===== src/rtl/stc_out_drain.sv =====
// Drain for stc_core result rows: buffers rows in a small FIFO and writes each
// one as a single memory beat at sequential row addresses, pulsing done after M rows.
module stc_out_drain #(
    parameter int unsigned M          = 16,
    parameter int unsigned N          = 16,
    parameter int unsigned DW_DATA    = 16,
    parameter int unsigned DW_MEM     = 256,
    parameter int unsigned FIFO_DEPTH = 4,
    parameter int unsigned ADDR_W     = 32,
    parameter int unsigned ROW_STRIDE = 32
) (
    input  logic                     clk,
    input  logic                     reset,
    input  logic                     start,
    input  logic [ADDR_W-1:0]        base_addr,
    input  logic                     in_valid,
    input  logic [N*DW_DATA-1:0]     in_d,
    output logic                     mem_wvalid,
    input  logic                     mem_wready,
    output logic [ADDR_W-1:0]        mem_waddr,
    output logic [DW_MEM-1:0]        mem_wdata,
    output logic                     busy,
    output logic                     done,
    output logic                     overflow,
    output logic [$clog2(M+1)-1:0]   rows_written
);

    localparam int unsigned CNT_W = $clog2(M + 1);
    localparam int unsigned PTR_W = $clog2(FIFO_DEPTH);
    localparam int unsigned OCC_W = PTR_W + 1;

    localparam logic [CNT_W-1:0]  M_C      = CNT_W'(M);
    localparam logic [CNT_W-1:0]  M_LAST_C = CNT_W'(M - 1);
    localparam logic [OCC_W-1:0]  DEPTH_C  = OCC_W'(FIFO_DEPTH);
    localparam logic [ADDR_W-1:0] STRIDE_C = ADDR_W'(ROW_STRIDE);

    typedef enum logic [1:0] {
        S_IDLE = 2'd0,
        S_RUN  = 2'd1,
        S_DONE = 2'd2
    } state_t;

    state_t             state_q;
    state_t             state_n;
    logic [ADDR_W-1:0]  base_q;
    logic [ADDR_W-1:0]  base_n;
    logic [CNT_W-1:0]   in_cnt_q;
    logic [CNT_W-1:0]   in_cnt_n;
    logic [CNT_W-1:0]   rows_n;
    logic               ovf_n;
    logic               push;
    logic               pop;
    logic               full;

    logic [DW_MEM-1:0]  fifo_mem [FIFO_DEPTH];
    logic [PTR_W-1:0]   wr_ptr_q;
    logic [PTR_W-1:0]   wr_ptr_n;
    logic [PTR_W-1:0]   rd_ptr_q;
    logic [PTR_W-1:0]   rd_ptr_n;
    logic [OCC_W-1:0]   occ_q;
    logic [OCC_W-1:0]   occ_n;
    logic [DW_MEM-1:0]  head_n;

    assign pop  = mem_wvalid & mem_wready;
    assign full = (occ_q == DEPTH_C);

    // State register
    always_ff @(posedge clk) begin
        if (reset) begin
            state_q <= S_IDLE;
        end else begin
            state_q <= state_n;
        end
    end

    // Next-state, push/drop decision and tile counters
    always_comb begin
        state_n  = state_q;
        base_n   = base_q;
        in_cnt_n = in_cnt_q;
        rows_n   = rows_written;
        ovf_n    = overflow;
        push     = 1'b0;
        unique case (state_q)
            S_IDLE: begin
                if (start) begin
                    state_n  = S_RUN;
                    base_n   = base_addr;
                    in_cnt_n = '0;
                    rows_n   = '0;
                    ovf_n    = 1'b0;
                end
            end
            S_RUN: begin
                if (in_valid) begin
                    if ((in_cnt_q < M_C) && (!full || pop)) begin
                        push     = 1'b1;
                        in_cnt_n = in_cnt_q + CNT_W'(1);
                    end else begin
                        ovf_n = 1'b1;
                    end
                end
                if (pop) begin
                    rows_n = rows_written + CNT_W'(1);
                    if (rows_written == M_LAST_C) begin
                        state_n = S_DONE;
                    end
                end
            end
            S_DONE: begin
                state_n = S_IDLE;
            end
            default: begin
                state_n = S_IDLE;
            end
        endcase
    end

    // FIFO pointer/occupancy update and next head; a push into an empty slot bypasses storage
    always_comb begin
        wr_ptr_n = push ? (wr_ptr_q + PTR_W'(1)) : wr_ptr_q;
        rd_ptr_n = pop  ? (rd_ptr_q + PTR_W'(1)) : rd_ptr_q;
        occ_n    = occ_q;
        unique case ({push, pop})
            2'b10:   occ_n = occ_q + OCC_W'(1);
            2'b01:   occ_n = occ_q - OCC_W'(1);
            default: occ_n = occ_q;
        endcase
        if (push && (wr_ptr_q == rd_ptr_n)) begin
            head_n = in_d;
        end else begin
            head_n = fifo_mem[rd_ptr_n];
        end
    end

    always_ff @(posedge clk) begin
        if (push) begin
            fifo_mem[wr_ptr_q] <= in_d;
        end
    end

    // Registered datapath and outputs
    always_ff @(posedge clk) begin
        if (reset) begin
            base_q       <= '0;
            in_cnt_q     <= '0;
            wr_ptr_q     <= '0;
            rd_ptr_q     <= '0;
            occ_q        <= '0;
            mem_wvalid   <= 1'b0;
            mem_waddr    <= '0;
            mem_wdata    <= '0;
            busy         <= 1'b0;
            done         <= 1'b0;
            overflow     <= 1'b0;
            rows_written <= '0;
        end else begin
            base_q       <= base_n;
            in_cnt_q     <= in_cnt_n;
            wr_ptr_q     <= wr_ptr_n;
            rd_ptr_q     <= rd_ptr_n;
            occ_q        <= occ_n;
            mem_wvalid   <= (occ_n != '0);
            mem_waddr    <= base_n + (ADDR_W'(rows_n) * STRIDE_C);
            if (occ_n != '0) begin
                mem_wdata <= head_n;
            end
            busy         <= (state_n == S_RUN);
            done         <= (state_n == S_DONE);
            overflow     <= ovf_n;
            rows_written <= rows_n;
        end
    end

endmodule


===== config.mk =====
export PLATFORM = sky130hd
export DESIGN_NAME = stc_out_drain
export DESIGN_NICKNAME = d
export VERILOG_FILES = /design/src/rtl/stc_out_drain.sv
export SDC_FILE = /design/constraint.sdc
export NUM_CORES = 2
export LEC_CHECK = 0
export ABC_AREA = 1
export ABC_CLOCK_PERIOD_IN_PS = 12900
export CORE_AREA = 4 4 335 337
export CTS_CLUSTER_DIAMETER = 30
export CTS_CLUSTER_SIZE = 16
export DETAILED_ROUTE_END_ITERATION = 8
export DIE_AREA = 0 0 339 341
export PLACE_DENSITY = 0.77
export SETUP_SLACK_MARGIN = 0.5
export SLEW_MARGIN = 5
export SYNTH_ARGS = -nofsm -noshare
export SYNTH_HDL_FRONTEND = slang
export SYNTH_SLANG_ARGS = --single-unit

===== constraint.sdc =====
create_clock -name clk -period 12.9 [get_ports clk]
set_clock_uncertainty 0.2 [all_clocks]
set_input_delay 1.29 -clock clk [delete_from_list [all_inputs] [get_ports clk]]
set_output_delay 1.29 -clock clk [all_outputs]
set_load 0.01 [all_outputs]

==> flow_summary.toml <==
[status]
status = "finished clean"

[logic_synthesis]
synth_edf_count = 1024
synth.distinct_cells = 39
synth_top_area_share_pct = 55.4
syn_area_um2 = 55500
ys.warnings.count = 0
async_flop_share_pct = 0
syn_area_per_cell_um2 = 9.97
ys_ff_latch = 1362
post-synth-top-count-cell = "nand2_1"
ys_seq_area_share_pct = 67.6
synth_top_cell_by_area = "edfxtp_1"
synthTopCellsByArea = "edfxtp_1 55%, nand2_1 15%, dfxtp_1 12%"
synth_nets = 5871
synth-main-ff-cell = "edfxtp_1"
netlist_instances = 5563
synth.top_cells.by_count = "2224 x nand2_1, 1066 x nand3_1, 1024 x edfxtp_1"

[placed_design]
hpwlAfterDp_mm = 78.9
pre_cts_ws_ns = 5.21
placed_cell_area_um2 = 62000
port_buffers = 589
gp_congestion = 0.908

[worst_setup_path]
cp_cell_sequence = "clkdlybuf4s50_1 -> nand2_2 -> inv_4 -> nand2_2 -> nand2_8 -> inv_8 -> nand2_1 -> a21oi_4 -> buf_12 -> nand2_8 -> buf_4 -> buf_4 -> nand2_1 -> nand3_1 -> nand2_1"
worstSetupStartpoint = "mem_wready"
reg2reg_from = "mem_wvalid"
worst-path-max-fanout = 178
critPathKind = "in -> reg"
slowest_stage = "inv_8"
worstPathRequired_ns = 13.43
cp-end-kind = "flip-flop"
cp_common_cell = "nand2_1"
max_stage_delay_ns = 0.82
crit_arrival_ns = 7.59
crit_path_start_kind = "input port"

[route]
wl_met1_mm = 58.5
drcViolationCount = 0
drt-pass1-iter-count = 5
routed_wl_mm = 149
wl_met2_mm = 71.9
drt-initial-drc-count = 3708
highest_layer = "met5"
vias = 41700
wl_met3_mm = 12.9
vias_per_cell = 5.39
avgRoutedWirePerCell_um = 19.3
ant_nets = 0

[sta]
post-route-period-util_pct = 54.8
tightest_slew_ns = 1.35
period_needed_ns = 7.06
fin_ws_ns = 5.84
slew_violations = 0
fin_tns_setup_ns = 0
rsz0062_at_grt = "false"
setup_violations = 0
max_freq_ghz = 0.142
relSlewSlack_pct = 10.2
hold_violations = 0

[floorplanning]
die_x_um = 339
core_um2 = 109000
die-area_um2 = 116000
fp.dieH_um = 341
initial_utilization_pct = 51.0
ios = 590
row_count = 121

[clock_network]
post_cts_buffers = 0
clock-sinks = 1362
hold_buffers = 0
cts_buffers = 227
cts_root_buf = "clkbuf_16"
htreeDepth = 4
clock_path_buffers = 3
cts_resized = 0
clk-insertion-delay-late_ns = 0.80
clk_pin_slew_worst_paths_ns = 0.05
tritoncts = "yes"

[global_routing]
grt_usage_pct = 25.1
grt_remaining_overflow = 0
antenna_found_initial = 40
grt_pass1_wl_mm = 230
grt_max_degree = 203
grt_pass1_vias = 41300

[power_and_ir_drop]
leakagePower_nw = 28.8
ir_drop_v = 0.000180
powerDensity_nw_per_um2 = 215
power_mw = 15.1

[min_path]
worstHoldStart = "mem_wdata[201]"
hp-class = "reg -> reg"

[layout]
syn2layout_area_growth_pct = 27.0
fin_area_um2 = 70500
nets = 6392
layout-drive-gt1-share_pct = 7.52

[flow_run]
cap_violations = 0
final timing paths:
check / slack [ns] / to / cells past startpoint
worst min-delay path: 0.25 / mem_wdata[201] / 2
worst max-delay path: 5.84 / mem_wdata[47] / 15
worst max register to register: 6.43 / mem_wdata[47] / 14
worst min register to register: 0.25 / mem_wdata[201] / 2
stage by stage:
step | utilization (%) | hold WS, ns | cells
floorplan | - | 0.238 | 5563
global placement | 57.0 | 0.236 | 7269
detailed placement | 57.0 | 0.239 | 7269
CTS | 64.7 | 0.251 | 7704
global route | 64.7 | 0.260 | 7729
finish | 64.7 | 0.248 | 7738
placed cells by master, fill, tap and decap left out, types with 3 or more instances in the layout:
master           Yosys  layout
nand2_1           2224    2223
nand3_1           1066    1066
edfxtp_1          1024    1024
clkdlybuf4s50_1      0     588
inv_1              341     341
dfxtp_1            338     338
clkbuf_16            0     230
nor2_1             101      96
bufinv_16            0      38
clkinv_2             0      36
diode_2              0      34
o21ai_0             32      32
clkinv_4             0      28
buf_4               22      27
clkbuf_1           111      23
a21oi_1             20      20
clkinvlp_4           0      20
nand3b_1            19      19
inv_6                0      14
ha_1                13      13
clkbuf_8             0      12
buf_12               0      12
inv_8                0      10
clkinv_16            0      10
clkinv_1             1       9
or2_2                8       8
nor2_4               1       6
nor3_1               5       5
clkinv_8             0       5
nand2_2              5       3
inv_4                1       3
nand4_1              3       3
cell families (layout without fill, tap and decap cells):
family | count (synthesis) | in the layout | synth area share, %
AND/OR/NAND/NOR | 3440 | 3440 | 26.0
AO/OA/AOI/OAI | 60 | 60 | 0.595
other | 0 | 34 | 0
buffers and inverters | 681 | 1408 | 5.35
flip-flops | 1362 | 1362 | 67.6
XOR/XNOR | 4 | 4 | 0.0902
multiplexers | 1 | 1 | 0.0180
adder cells (fa/ha/maj) | 15 | 15 | 0.365
final cells by class:
class / count / area (um^2)
diodes: 34 / 85.1
clock buffers: 265 / 6010
clock inverters: 170 / 2360
fillers: 7860 / 38400
inverters: 345 / 1310
multi-input cells: 3520 / 15100
flip-flops and latches: 1362 / 37500
well taps: 1414 / 1770
repair buffers: 628 / 6330
report_power, final:
part | switching (mW) | internal, mW | total (mW)
Sequential | 0.212 | 5.08 | 5.29
Clock | 2.22 | 4.15 | 6.37
Combinational | 2.24 | 1.22 | 3.46
flip-flops by register name, indices dropped and copies added, names as in the netlist:
register	flops
fifo_mem	1024
base_q	27
done	1
overflow	1
in_cnt_q	5
rows_written	5
mem_wdata	256
mem_wvalid	1
rd_ptr_q	2
state_q	2
busy	1
wr_ptr_q	2
occ_q	3
mem_waddr	32
metal layers:
| metal | vias to the layer above | global-route usage [%] |
|---|---|---|
| met3 | 343 | 5.72 |
| met2 | 1901 | 41.5 |
| li1 | 19600 | - |
| met4 | 12 | 12.1 |
| met5 | - | 0 |
| met1 | 19800 | 31.6 |
worst max-delay path, delay by kind of cell:
| kind | cells | cell delay (ns) |
|---|---|---|
| buffers and inverters | 6 | 3.25 |
| AO/OA/AOI/OAI | 1 | 0.20 |
| AND/OR/NAND/NOR | 8 | 2.28 |
Note: power is estimated with default switching activity, not from simulation.
